`src/rtl/step_pkg.sv`:
```
`default_nettype none
// ============================================================================
// Module   : step_pkg
// Purpose  : Shared state encoding and clamp limits for the step generator.
// Revision : 1.0  initial release
// ============================================================================
package step_pkg;

    typedef enum logic [1:0] {
        ST_IDLE  = 2'd0,
        ST_SETUP = 2'd1,
        ST_HIGH  = 2'd2,
        ST_LOW   = 2'd3
    } step_state_t;

    localparam int STEP_MIN_PERIOD = 2;
    localparam int STEP_MIN_HIGH   = 1;

endpackage
`default_nettype wire

```
`src/rtl/step_phase_timer.sv`:
```
`default_nettype none
// ============================================================================
// Module   : step_phase_timer
// Purpose  : Down-counter timing one phase; expire is high in its last cycle.
// Revision : 1.0  initial release
// ============================================================================
module step_phase_timer #(
    parameter int CNT_W = 32
) (
    input  logic             clk,
    input  logic             resetb,
    input  logic             load,
    input  logic [CNT_W-1:0] len,
    output logic             expire
);

    localparam logic [CNT_W-1:0] c_one = CNT_W'(1);

    logic [CNT_W-1:0] r_cnt;

    // A phase of length L holds L-1..0, so expire marks the final cycle.
    always_ff @(posedge clk or negedge resetb) begin
        if (!resetb) begin
            r_cnt <= '0;
        end else if (load) begin
            r_cnt <= len - c_one;
        end else if (r_cnt != '0) begin
            r_cnt <= r_cnt - c_one;
        end
    end

    assign expire = (r_cnt == '0);

endmodule
`default_nettype wire

```
`src/rtl/step_pulse_generator.sv`:
```
`default_nettype none
// ============================================================================
// Module   : step_pulse_generator
// Purpose  : Step/direction pulse train with direction setup, abort and an
//            optional symmetric linear ramp (enabled by STEP_RAMP_EN).
// Revision : 1.0  initial release
// ============================================================================
module step_pulse_generator
    import step_pkg::*;
#(
    parameter int CNT_W         = 32,
    parameter int STEPS_W       = 32,
    parameter int DIR_SETUP_CYC = 16
) (
    input  logic               clk,
    input  logic               resetb,
    input  logic               start,
    input  logic               abort,
    input  logic [CNT_W-1:0]   period,
    input  logic [CNT_W-1:0]   high_cyc,
    input  logic [STEPS_W-1:0] steps,
    input  logic               dir_in,
    input  logic [CNT_W-1:0]   ramp_start,
    input  logic [CNT_W-1:0]   ramp_dec,
    output logic               step,
    output logic               dir,
    output logic               busy,
    output logic               done,
    output logic [STEPS_W-1:0] step_cnt
);

    localparam logic [CNT_W-1:0]   c_one       = CNT_W'(1);
    localparam logic [CNT_W-1:0]   c_min_p     = CNT_W'(STEP_MIN_PERIOD);
    localparam logic [CNT_W-1:0]   c_min_h     = CNT_W'(STEP_MIN_HIGH);
    localparam logic [CNT_W-1:0]   c_setup_len = CNT_W'(DIR_SETUP_CYC);
    localparam logic [STEPS_W-1:0] c_step_one  = STEPS_W'(1);

    function automatic logic [CNT_W-1:0] eff_period(input logic [CNT_W-1:0] p);
        return (p < c_min_p) ? c_min_p : p;
    endfunction

    function automatic logic [CNT_W-1:0] eff_high(input logic [CNT_W-1:0] h,
                                                  input logic [CNT_W-1:0] p);
        logic [CNT_W-1:0] hh;
        hh = (h < c_min_h) ? c_min_h : h;
        return (hh > p - c_one) ? p - c_one : hh;
    endfunction

    step_state_t        r_state;
    logic               r_step, r_dir, r_busy, r_done, r_abort_pend;
    logic [STEPS_W-1:0] r_step_cnt, r_steps;
    logic [CNT_W-1:0]   r_high, r_cur_p;

    logic               w_accept, w_last, w_step_adv, w_load, w_expire;
    logic [CNT_W-1:0]   w_raw0, w_next_raw, w_len;
    logic [CNT_W-1:0]   w_p0, w_h0, w_p_cur, w_h_cur, w_p_nx, w_h_nx;

    assign w_accept   = (r_state == ST_IDLE) && start && !abort;
    assign w_last     = (r_step_cnt == r_steps);
    assign w_step_adv = (r_state == ST_LOW) && w_expire && !abort && !w_last;

    assign w_p0    = eff_period(w_raw0);
    assign w_h0    = eff_high(high_cyc, w_p0);
    assign w_p_cur = eff_period(r_cur_p);
    assign w_h_cur = eff_high(r_high, w_p_cur);
    assign w_p_nx  = eff_period(w_next_raw);
    assign w_h_nx  = eff_high(r_high, w_p_nx);

`ifdef STEP_RAMP_EN
    // r_cur_p walks from R down to the floor and back; r_pre/r_exc remember
    // where the floor was hit so the deceleration mirrors it exactly.
    logic [CNT_W-1:0]   r_floor, r_dec, r_pre;
    logic               r_sat;
    logic [STEPS_W-1:0] r_exc;
    logic [STEPS_W:0]   w_two_j, w_n;
    logic               w_sat_nx;
    logic [CNT_W-1:0]   w_pre_nx;
    logic [STEPS_W-1:0] w_exc_nx;

    assign w_raw0  = (ramp_start > period) ? ramp_start : period;
    assign w_two_j = {r_step_cnt, 1'b0};
    assign w_n     = {1'b0, r_steps};

    always_comb begin
        w_next_raw = r_cur_p;
        w_sat_nx   = r_sat;
        w_pre_nx   = r_pre;
        w_exc_nx   = r_exc;
        if (w_two_j < w_n) begin
            if (r_sat) begin
                w_exc_nx = r_exc + c_step_one;
            end else if (r_cur_p - r_floor <= r_dec) begin
                w_next_raw = r_floor;
                w_sat_nx   = 1'b1;
                w_pre_nx   = r_cur_p;
            end else begin
                w_next_raw = r_cur_p - r_dec;
            end
        end else if (w_two_j > w_n) begin
            if (r_sat) begin
                if (r_exc != '0) begin
                    w_exc_nx = r_exc - c_step_one;
                end else begin
                    w_next_raw = r_pre;
                    w_sat_nx   = 1'b0;
                end
            end else begin
                w_next_raw = r_cur_p + r_dec;
            end
        end
    end

    always_ff @(posedge clk or negedge resetb) begin
        if (!resetb) begin
            r_floor <= '0;
            r_dec   <= '0;
            r_pre   <= '0;
            r_sat   <= 1'b0;
            r_exc   <= '0;
        end else if (w_accept) begin
            r_floor <= period;
            r_dec   <= ramp_dec;
            r_pre   <= '0;
            r_sat   <= 1'b0;
            r_exc   <= '0;
        end else if (w_step_adv) begin
            r_pre   <= w_pre_nx;
            r_sat   <= w_sat_nx;
            r_exc   <= w_exc_nx;
        end
    end
`else
    logic w_unused_ramp;
    assign w_unused_ramp = ^{ramp_start, ramp_dec};
    assign w_raw0        = period;
    assign w_next_raw    = r_cur_p;
`endif

    always_comb begin
        w_load = 1'b0;
        w_len  = w_h_cur;
        case (r_state)
            ST_IDLE: begin
                w_load = w_accept && (steps != '0);
                w_len  = (DIR_SETUP_CYC == 0) ? w_h0 : c_setup_len;
            end
            ST_SETUP: begin
                w_load = w_expire && !abort;
                w_len  = w_h_cur;
            end
            ST_HIGH: begin
                w_load = w_expire && !(abort || r_abort_pend);
                w_len  = w_p_cur - w_h_cur;
            end
            ST_LOW: begin
                w_load = w_step_adv;
                w_len  = w_h_nx;
            end
            default: ;
        endcase
    end

    step_phase_timer #(
        .CNT_W (CNT_W)
    ) u_timer (
        .clk    (clk),
        .resetb (resetb),
        .load   (w_load),
        .len    (w_len),
        .expire (w_expire)
    );

    always_ff @(posedge clk or negedge resetb) begin
        if (!resetb) begin
            r_state      <= ST_IDLE;
            r_step       <= 1'b0;
            r_dir        <= 1'b0;
            r_busy       <= 1'b0;
            r_done       <= 1'b0;
            r_abort_pend <= 1'b0;
            r_step_cnt   <= '0;
            r_steps      <= '0;
            r_high       <= '0;
            r_cur_p      <= '0;
        end else begin
            r_done <= 1'b0;
            case (r_state)
                ST_IDLE: begin
                    if (w_accept) begin
                        r_steps      <= steps;
                        r_high       <= high_cyc;
                        r_cur_p      <= w_raw0;
                        r_dir        <= dir_in;
                        r_abort_pend <= 1'b0;
                        r_step_cnt   <= '0;
                        if (steps == '0) begin
                            r_done <= 1'b1;
                        end else if (DIR_SETUP_CYC == 0) begin
                            r_state    <= ST_HIGH;
                            r_step     <= 1'b1;
                            r_step_cnt <= c_step_one;
                            r_busy     <= 1'b1;
                        end else begin
                            r_state <= ST_SETUP;
                            r_busy  <= 1'b1;
                        end
                    end
                end
                ST_SETUP: begin
                    if (abort) begin
                        r_state <= ST_IDLE;
                        r_busy  <= 1'b0;
                        r_done  <= 1'b1;
                    end else if (w_expire) begin
                        r_state    <= ST_HIGH;
                        r_step     <= 1'b1;
                        r_step_cnt <= r_step_cnt + c_step_one;
                    end
                end
                ST_HIGH: begin
                    // An abort here is only remembered; the pulse always completes.
                    if (abort) begin
                        r_abort_pend <= 1'b1;
                    end
                    if (w_expire) begin
                        r_step <= 1'b0;
                        if (abort || r_abort_pend) begin
                            r_state      <= ST_IDLE;
                            r_busy       <= 1'b0;
                            r_done       <= 1'b1;
                            r_abort_pend <= 1'b0;
                        end else begin
                            r_state <= ST_LOW;
                        end
                    end
                end
                ST_LOW: begin
                    if (abort || (w_expire && w_last)) begin
                        r_state <= ST_IDLE;
                        r_busy  <= 1'b0;
                        r_done  <= 1'b1;
                    end else if (w_step_adv) begin
                        r_state    <= ST_HIGH;
                        r_step     <= 1'b1;
                        r_step_cnt <= r_step_cnt + c_step_one;
                        r_cur_p    <= w_next_raw;
                    end
                end
                default: r_state <= ST_IDLE;
            endcase
        end
    end

    assign step     = r_step;
    assign dir      = r_dir;
    assign busy     = r_busy;
    assign done     = r_done;
    assign step_cnt = r_step_cnt;

endmodule
`default_nettype wire

```
`config.mk`:
```
export PLATFORM = sky130hd
export DESIGN_NAME = step_pulse_generator
export DESIGN_NICKNAME = d
export VERILOG_FILES = /design/src/rtl/step_pkg.sv /design/src/rtl/step_phase_timer.sv /design/src/rtl/step_pulse_generator.sv
export SDC_FILE = /design/constraint.sdc
export NUM_CORES = 1
export LEC_CHECK = 0
export CORE_ASPECT_RATIO = 0.6
export CORE_MARGIN = 1.5
export CORE_UTILIZATION = 55
export DETAILED_ROUTE_END_ITERATION = 7
export PLACE_DENSITY = 0.79
export SLEW_MARGIN = 20
export SYNTH_ARGS = -nofsm -noshare
export SYNTH_HDL_FRONTEND = slang
export SYNTH_HIERARCHICAL = 1
export SYNTH_SLANG_ARGS = --single-unit
```
`constraint.sdc`:
```
create_clock -name clk -period 14.2 [get_ports clk]
set_input_delay 2.13 -clock clk [delete_from_list [all_inputs] [get_ports clk]]
set_output_delay 2.13 -clock clk [all_outputs]
set_load 0.005 [all_outputs]
```
# ---- Word level (Yosys, flattened, before mapping)
# Cells that the tools add are included.
dict set report word_totals {
  ff_bits 167
  input_bits 165
  output_inout_bits 36
  wordCells 112
}
dict set report classes {
  add_sub_neg 5
  n_eq_ne 16
  magnitude_cmp 3
  n_mux 47
  n_reduce_logical 30
}
# operator n
set op_table {}
lappend op_table {{32-bit 2-to-1 mux} 10}
lappend op_table {{32-bit case mux with 3 select lines} 2}
lappend op_table {{32-bit by 1-bit subtractor with 32-bit output (second input constant)} 3}
lappend op_table {{32-bit logical NOT} 2}
lappend op_table {{32-bit nonzero test} 2}
lappend op_table {{32-bit by 1-bit adder with 32-bit output (second input constant)} 1}
lappend op_table {{32-bit == test} 1}
lappend op_table {{32-bit > comparator} 1}
lappend op_table {{32-bit by 1-bit < comparator with 1-bit output (second input constant)} 1}
lappend op_table {{32-bit by 2-bit < comparator with 1-bit output (second input constant)} 1}
lappend op_table {{32-bit subtractor} 1}
lappend op_table {{1-bit 2-to-1 mux} 21}
lappend op_table {{2-bit inequality test (second input constant)} 9}
lappend op_table {{6-bit AND reduction} 3}
lappend op_table {{2-bit 2-to-1 mux} 8}
lappend op_table {{1-bit case mux with 4 select lines} 3}
lappend op_table {{1-bit logical AND} 9}
lappend op_table {{2-bit case mux with 4 select lines} 1}
lappend op_table {{3-bit nonzero test} 2}
lappend op_table {{5-bit AND reduction} 1}
lappend op_table {{2-bit == test (second input constant)} 2}
lappend op_table {{2-bit AND reduction} 2}
lappend op_table {{2-bit nonzero test} 2}
lappend op_table {{1-bit logical NOT} 3}
lappend op_table {{9 further kinds} 10}

# ---- Depth between registers and ports, before layout
dict set report depth {
  depth_word 9
  mapped_depth 40
  depth_no_buf 37
}

# ---- By module
# The synthesis kept the hierarchy.
# mod cells_per_inst seq_area_each_um2 area_each_um2 instances
set by_module_without_submodules {}
lappend by_module_without_submodules {step_pulse_generator 1090 3378.2 9944.5 1}
lappend by_module_without_submodules {step_phase_timer 313 800.8 2682.6 1}

# ---- Least setup slack after synthesis
# Ideal clock, no wire load.
dict set report synth_path {
  path_type {flip-flop to flip-flop}
  from {reg r_cur_p[25]}
  to {reg u_timer.r_cnt[29]}
  setup_slack_ns 4.227
  n_path_buf 2
  stages_incl_launch_ff 38
  period_less_slack_ns 9.973
  setup_ns 0.080
  required_time_ns 14.120
  t_arrival_ns 9.893
  cell_sequence {dfrtp_1 or3_4 or4_4 or4_4 or3_4 o21ai_0 ha_1 inv_1 or3_1 or3_4 nor4_2 xnor2_1 ha_1 nand3_1 or4_1 nor4_1 a211oi_1 a31oi_2 [2 not listed] nand2_1 o21ai_0 ha_1 a21o_1 a211o_1 o21a_1 a41oi_1 o21bai_1 o21a_1 nor2_1 xnor2_1 a2bb2oi_1 nor2_1 or3b_4 a222oi_1 nand4_2 or4b_4 o211ai_2}
}
dict set report synth_between {
  elab_chain_len 9
}
# item line
set synth_rtl {}
lappend synth_rtl {{from (decl)} step_pulse_generator.sv:52} ;# logic [CNT_W-1:0] r_high, r_cur_p;
lappend synth_rtl {{from (signal assigned)} step_pulse_generator.sv:192} ;# r_cur_p <= w_raw0;
lappend synth_rtl {{from (signal assigned)} step_pulse_generator.sv:246} ;# r_cur_p <= w_next_raw;
lappend synth_rtl {{32-bit by 2-bit < comparator with 1-bit output} step_pulse_generator.sv:39} ;# return (p < c_min_p) ? c_min_p : p;
lappend synth_rtl {{32-bit 2-to-1 mux *} step_pulse_generator.sv:39}
lappend synth_rtl {{32-bit by 1-bit subtractor with 32-bit output} step_pulse_generator.sv:46} ;# return (hh > p - c_one) ? p - c_one : hh;
lappend synth_rtl {{32-bit > comparator} step_pulse_generator.sv:46}
lappend synth_rtl {{32-bit 2-to-1 mux} step_pulse_generator.sv:46}
lappend synth_rtl {{32-bit subtractor} step_pulse_generator.sv:153} ;# w_len = w_p_cur - w_h_cur;
lappend synth_rtl {{32-bit case mux with 3 select lines *} step_pulse_generator.sv:142} ;# case (r_state)
lappend synth_rtl {{named net w_len[17]} step_pulse_generator.sv:55} ;# logic [CNT_W-1:0] w_raw0, w_next_raw, w_len;
lappend synth_rtl {{32-bit by 1-bit subtractor with 32-bit output *} step_phase_timer.sv:26} ;# r_cnt <= len - c_one;
lappend synth_rtl {{32-bit 2-to-1 mux *} step_phase_timer.sv:25} ;# end else if (load) begin
lappend synth_rtl {{to (signal assigned)} step_phase_timer.sv:26}
lappend synth_rtl {{to (signal assigned)} step_phase_timer.sv:28} ;# r_cnt <= r_cnt - c_one;
lappend synth_rtl {{to (decl)} step_phase_timer.sv:19} ;# logic [CNT_W-1:0] r_cnt;
# Mark *: on every way through the listed nets, which the timed path passes. The rest lies on a longest branch.
# A chain may end at the register's enable or synchronous reset.

# ---- Worst setup path in the final report
dict set report layout_path {
  from {reg r_cur_p[24]}
  to {reg u_timer.r_cnt[29]}
}
# Same word-level chain as after synthesis.

==> metrics.md <==
| Metric | Value |
|---|---|
| Slew margin rel. | `0.3044` |
| Crit Path Class | `flop to flop` |
| Worst endpoint required time | `14.56 ns` |
| Core area | `22280 µm²` |
| Top cell type by total area after synthesis | `dfrtp_1` |
| Static Leakage | `between 0.005 and 0.006 µW` |
| Detail Route Antenna Nets | `0` |
| Max Cap Viol | `0` |
| Layout area overhead | `15.33%` |
| DRT Wirelength | `35790 µm` |
| Global-route wire length before repair | `56860 µm` |
| Mean Syn Cell Area | `9.000 µm²` |
| Sink Count | `167` |
| Remaining global-route overflow | `0` |
| Sequential share of the synthesized area | `0.3310` |
| Hold Worst Slack | `approximately 0.52 ns` |
| Multi-input logic area | `between 7000 and 8000 µm²` |
| Vias in the first global route | `10.29k` |
| Crit share post-route | `0.8577` |
| Post-synth EDFFs | `0` |
| CTS tree | `built` |
| Syn Nets | `1641` |
| CP peak stage delay | `0.85 ns` |
| CP max stage cell | `a222oi_1` |
| Initial DRC Count | `1289` |
| Register area | `~4200 µm²` |
| Pwr/cell area | `299.0 nW/µm²` |
| Synth top area cells | `dfrtp_1 33%, mux2_2 8.9%, ha_1 7.1%, xnor2_1 6.2%, o21ai_0 3.3%` |
| Worst skew pair latency | `approximately 0.44 ns` |
| Minimum clock period after layout | `12.18 ns` |
| DIE AREA | `23910 µm²` |
| Arrival @ worst endpoint | `~13 ns` |
| Placer Congestion | `0.9387` |
| Setup violators final | `0` |
| Fmax | `82.11 MHz` |
| Total Routing Usage GR | `0.3066` |
| Critical path capture point type | `flop` |
| Slew Limit Fails | `0` |
| Initial Utilization | `0.5667` |
| Hold WC Path Type | `flop to flop` |
| Fill cells | `1792` |
| Router iterations before antenna repair | `5` |
| Worst-margin pin slew | `1.043 ns` |
| DRC | `0` |
| Root Driver | `clkbuf_16` |
| Worst IR Drop VDD | `0.1480 mV` |
| Fin. Hold Viols | `0` |
| Post-cts resize count | `0` |
| Initial antenna violation count | `0` |
| Critical path launch point type | `flop` |
| Cell count after synthesis | `1403` |
| Avg WL per Cell | `20.25 µm` |
| Netlist Area Pre-Place | `12630 µm²` |
| Main flop type after synthesis | `dfrtp_1` |
| Final HPWL DP | `27080 µm` |
| Yosys reg bits | `167` |
| Post-Route Setup TNS | `0 ns` |
| Max Buffers Root-to-Sink | `2` |
| Yosys top cell area share | `0.3310` |
| Synth cell count leaders | `167 x dfrtp_1, 108 x clkbuf_1, 105 x nor2_1, 100 x mux2_2, 96 x nand2_1` |
| Hold-fix buffer count after cts | `0` |
| Status | `completed` |
| Crit path max-delay family | `simple AND/OR/NAND/NOR gates` |
| RSZ-0062 raised after global routing | `no` |
| Drt via density | `6.394` |
| Post-synth cell types | `85` |
| Die Wd | `198.6 µm` |
| # IOs | `between 200 and 250` |
| Worst-path clk slew | `0.07 ns` |
| Buf/Inv on CP | `2` |
| TritonCTS buffer count | `17` |
| Die height | `120.4 µm` |
| Setup bufs post-CTS | `0` |
| Placement row count | `42` |
| Largest net degree at the start of global routing | `98` |
| Count leader, synth | `dfrtp_1` |
| H-tree Lvls | `4` |
| Max FO, Critical Path | `27` |
| ANT cells | `0` |
| IO Port Bufs | `136` |
| Layout cells sized above 1 | `0.1247` |
| Clock skew | `0.01307 ns` |
| Share of synthesized registers carrying an async set or reset | `1.000` |
| DR vias | `11.30k` |
| Ys Warns | `6` |
| Fin nets | `1684` |
-- registers in the layout, summed over array words and instances (netlist names) --
register       count
busy               1
dir                1
done               1
r_abort_pend       1
r_cur_p           32
r_high            32
r_state            2
r_steps           32
step               1
step_cnt          32
u_timer/r_cnt     32
-- area by class of cell --
type,instances,area share
clock buffer,20,0.03136
clock inverter,12,0.006444
inverter,26,0.006702
multi-input combinational,1090,0.5444
sequential,167,0.2870
tap,308,0.02646
timing repair buffer,144,0.09769
-- per-layer routing --
| layer | wire length, µm | vias to the layer above | track usage |
|---|---|---|---|
| met2 | 13970 | 582 | 0.3953 |
| li1 | - | 5205 | - |
| met5 | 0 | - | 0 |
| met1 | 17700 | 5474 | 0.5076 |
| met3 | 3815 | 37 | 0.07057 |
| met4 | 302 | 0 | 0.05303 |
-- logic make-up (layout without fill, tap and decap cells) --
logic type,Yosys count,after routing,synth area share
xor gates and xnor gates,128,128,0.09146
and+or+nand+nor,460,460,0.1960
muxes,111,111,0.09790
DFF,167,167,0.3310
AOI/OAI and AO/OA,318,318,0.1650
adders and majority gates,73,73,0.07293
buffers and inverters,146,202,0.04578
-- worst register-to-register path, delay by kind of cell, from the launching register on --
family / cells / cell delay (ns)
and+or+nand+nor: 13 / 5.27
adders and majority gates: 4 / 1.27
muxes: 1 / 0.35
buffers and inverters: 2 / 0.12
AOI/OAI and AO/OA: 12 / 4.29
xor gates and xnor gates: 2 / 0.30
DFF: 1 / 0.47
-- cells in the final DEF (no fill, tap or decap), types with 5 or more instances in the layout --
master,netlist,layout
a2bb2oi_1,14,14
mux2i_1,11,11
clkbuf_16,0,17
nor3b_1,13,13
o22ai_1,32,32
xor2_1,36,36
nand2b_1,11,11
a22o_1,8,8
nor3_1,36,35
a21o_1,18,18
nor2_1,105,104
nand2_1,96,96
ha_1,72,72
xnor2_1,89,89
dfrtp_1,167,167
a211oi_1,8,8
mux2_2,100,100
nand4_1,32,32
clkdlybuf4s50_1,0,135
o31ai_1,10,9
o21ai_0,82,82
buf_4,2,8
and2_1,6,6
a21oi_1,66,66
inv_1,26,25
nor4_1,34,34
or3b_1,5,5
nand3_1,39,38
o21a_1,10,10
a211o_1,6,6
nor2b_1,6,6
o21bai_1,5,5
a31oi_1,7,7
and3_1,17,17
or4_1,5,5
or3_1,16,16
o311ai_1,6,6
-- power by group --
group          total (µW)  internal, µW  switching [µW]
sequential            925           660             265
combinational        2990          1270            1720
clock                 441           236             205
total                4350          2170            2190
-- per-stage QoR --
stage	utilization	setup slack [ns]	instance area, µm²	instances	total power (µW)
after floorplan	-	4.227	12630	1403	3135
after global placement	0.6283	2.559	14000	1735	3704
after detailed placement	0.6283	2.351	14000	1735	3804
after CTS	0.6530	2.234	14550	1767	4267
after global routing	0.6536	1.509	14560	1767	4699
final	0.6536	2.021	14560	1767	4354
-- path summary, 6_finish.rpt --
check	startpoint	cells past startpoint	slack, ns	end
max	r_cur_p[24]	34	2.02	u_timer/r_cnt[29]
min reg2reg	dir	1	0.52	dir
max in group asynchronous	resetb	2	10.89	r_high[19]
max reg2reg	r_cur_p[24]	34	2.02	u_timer/r_cnt[29]
min	dir	1	0.52	dir
min in group asynchronous	resetb	1	1.76	u_timer/r_cnt[2]
No activity file was read; power rests on OpenSTA's default activity.
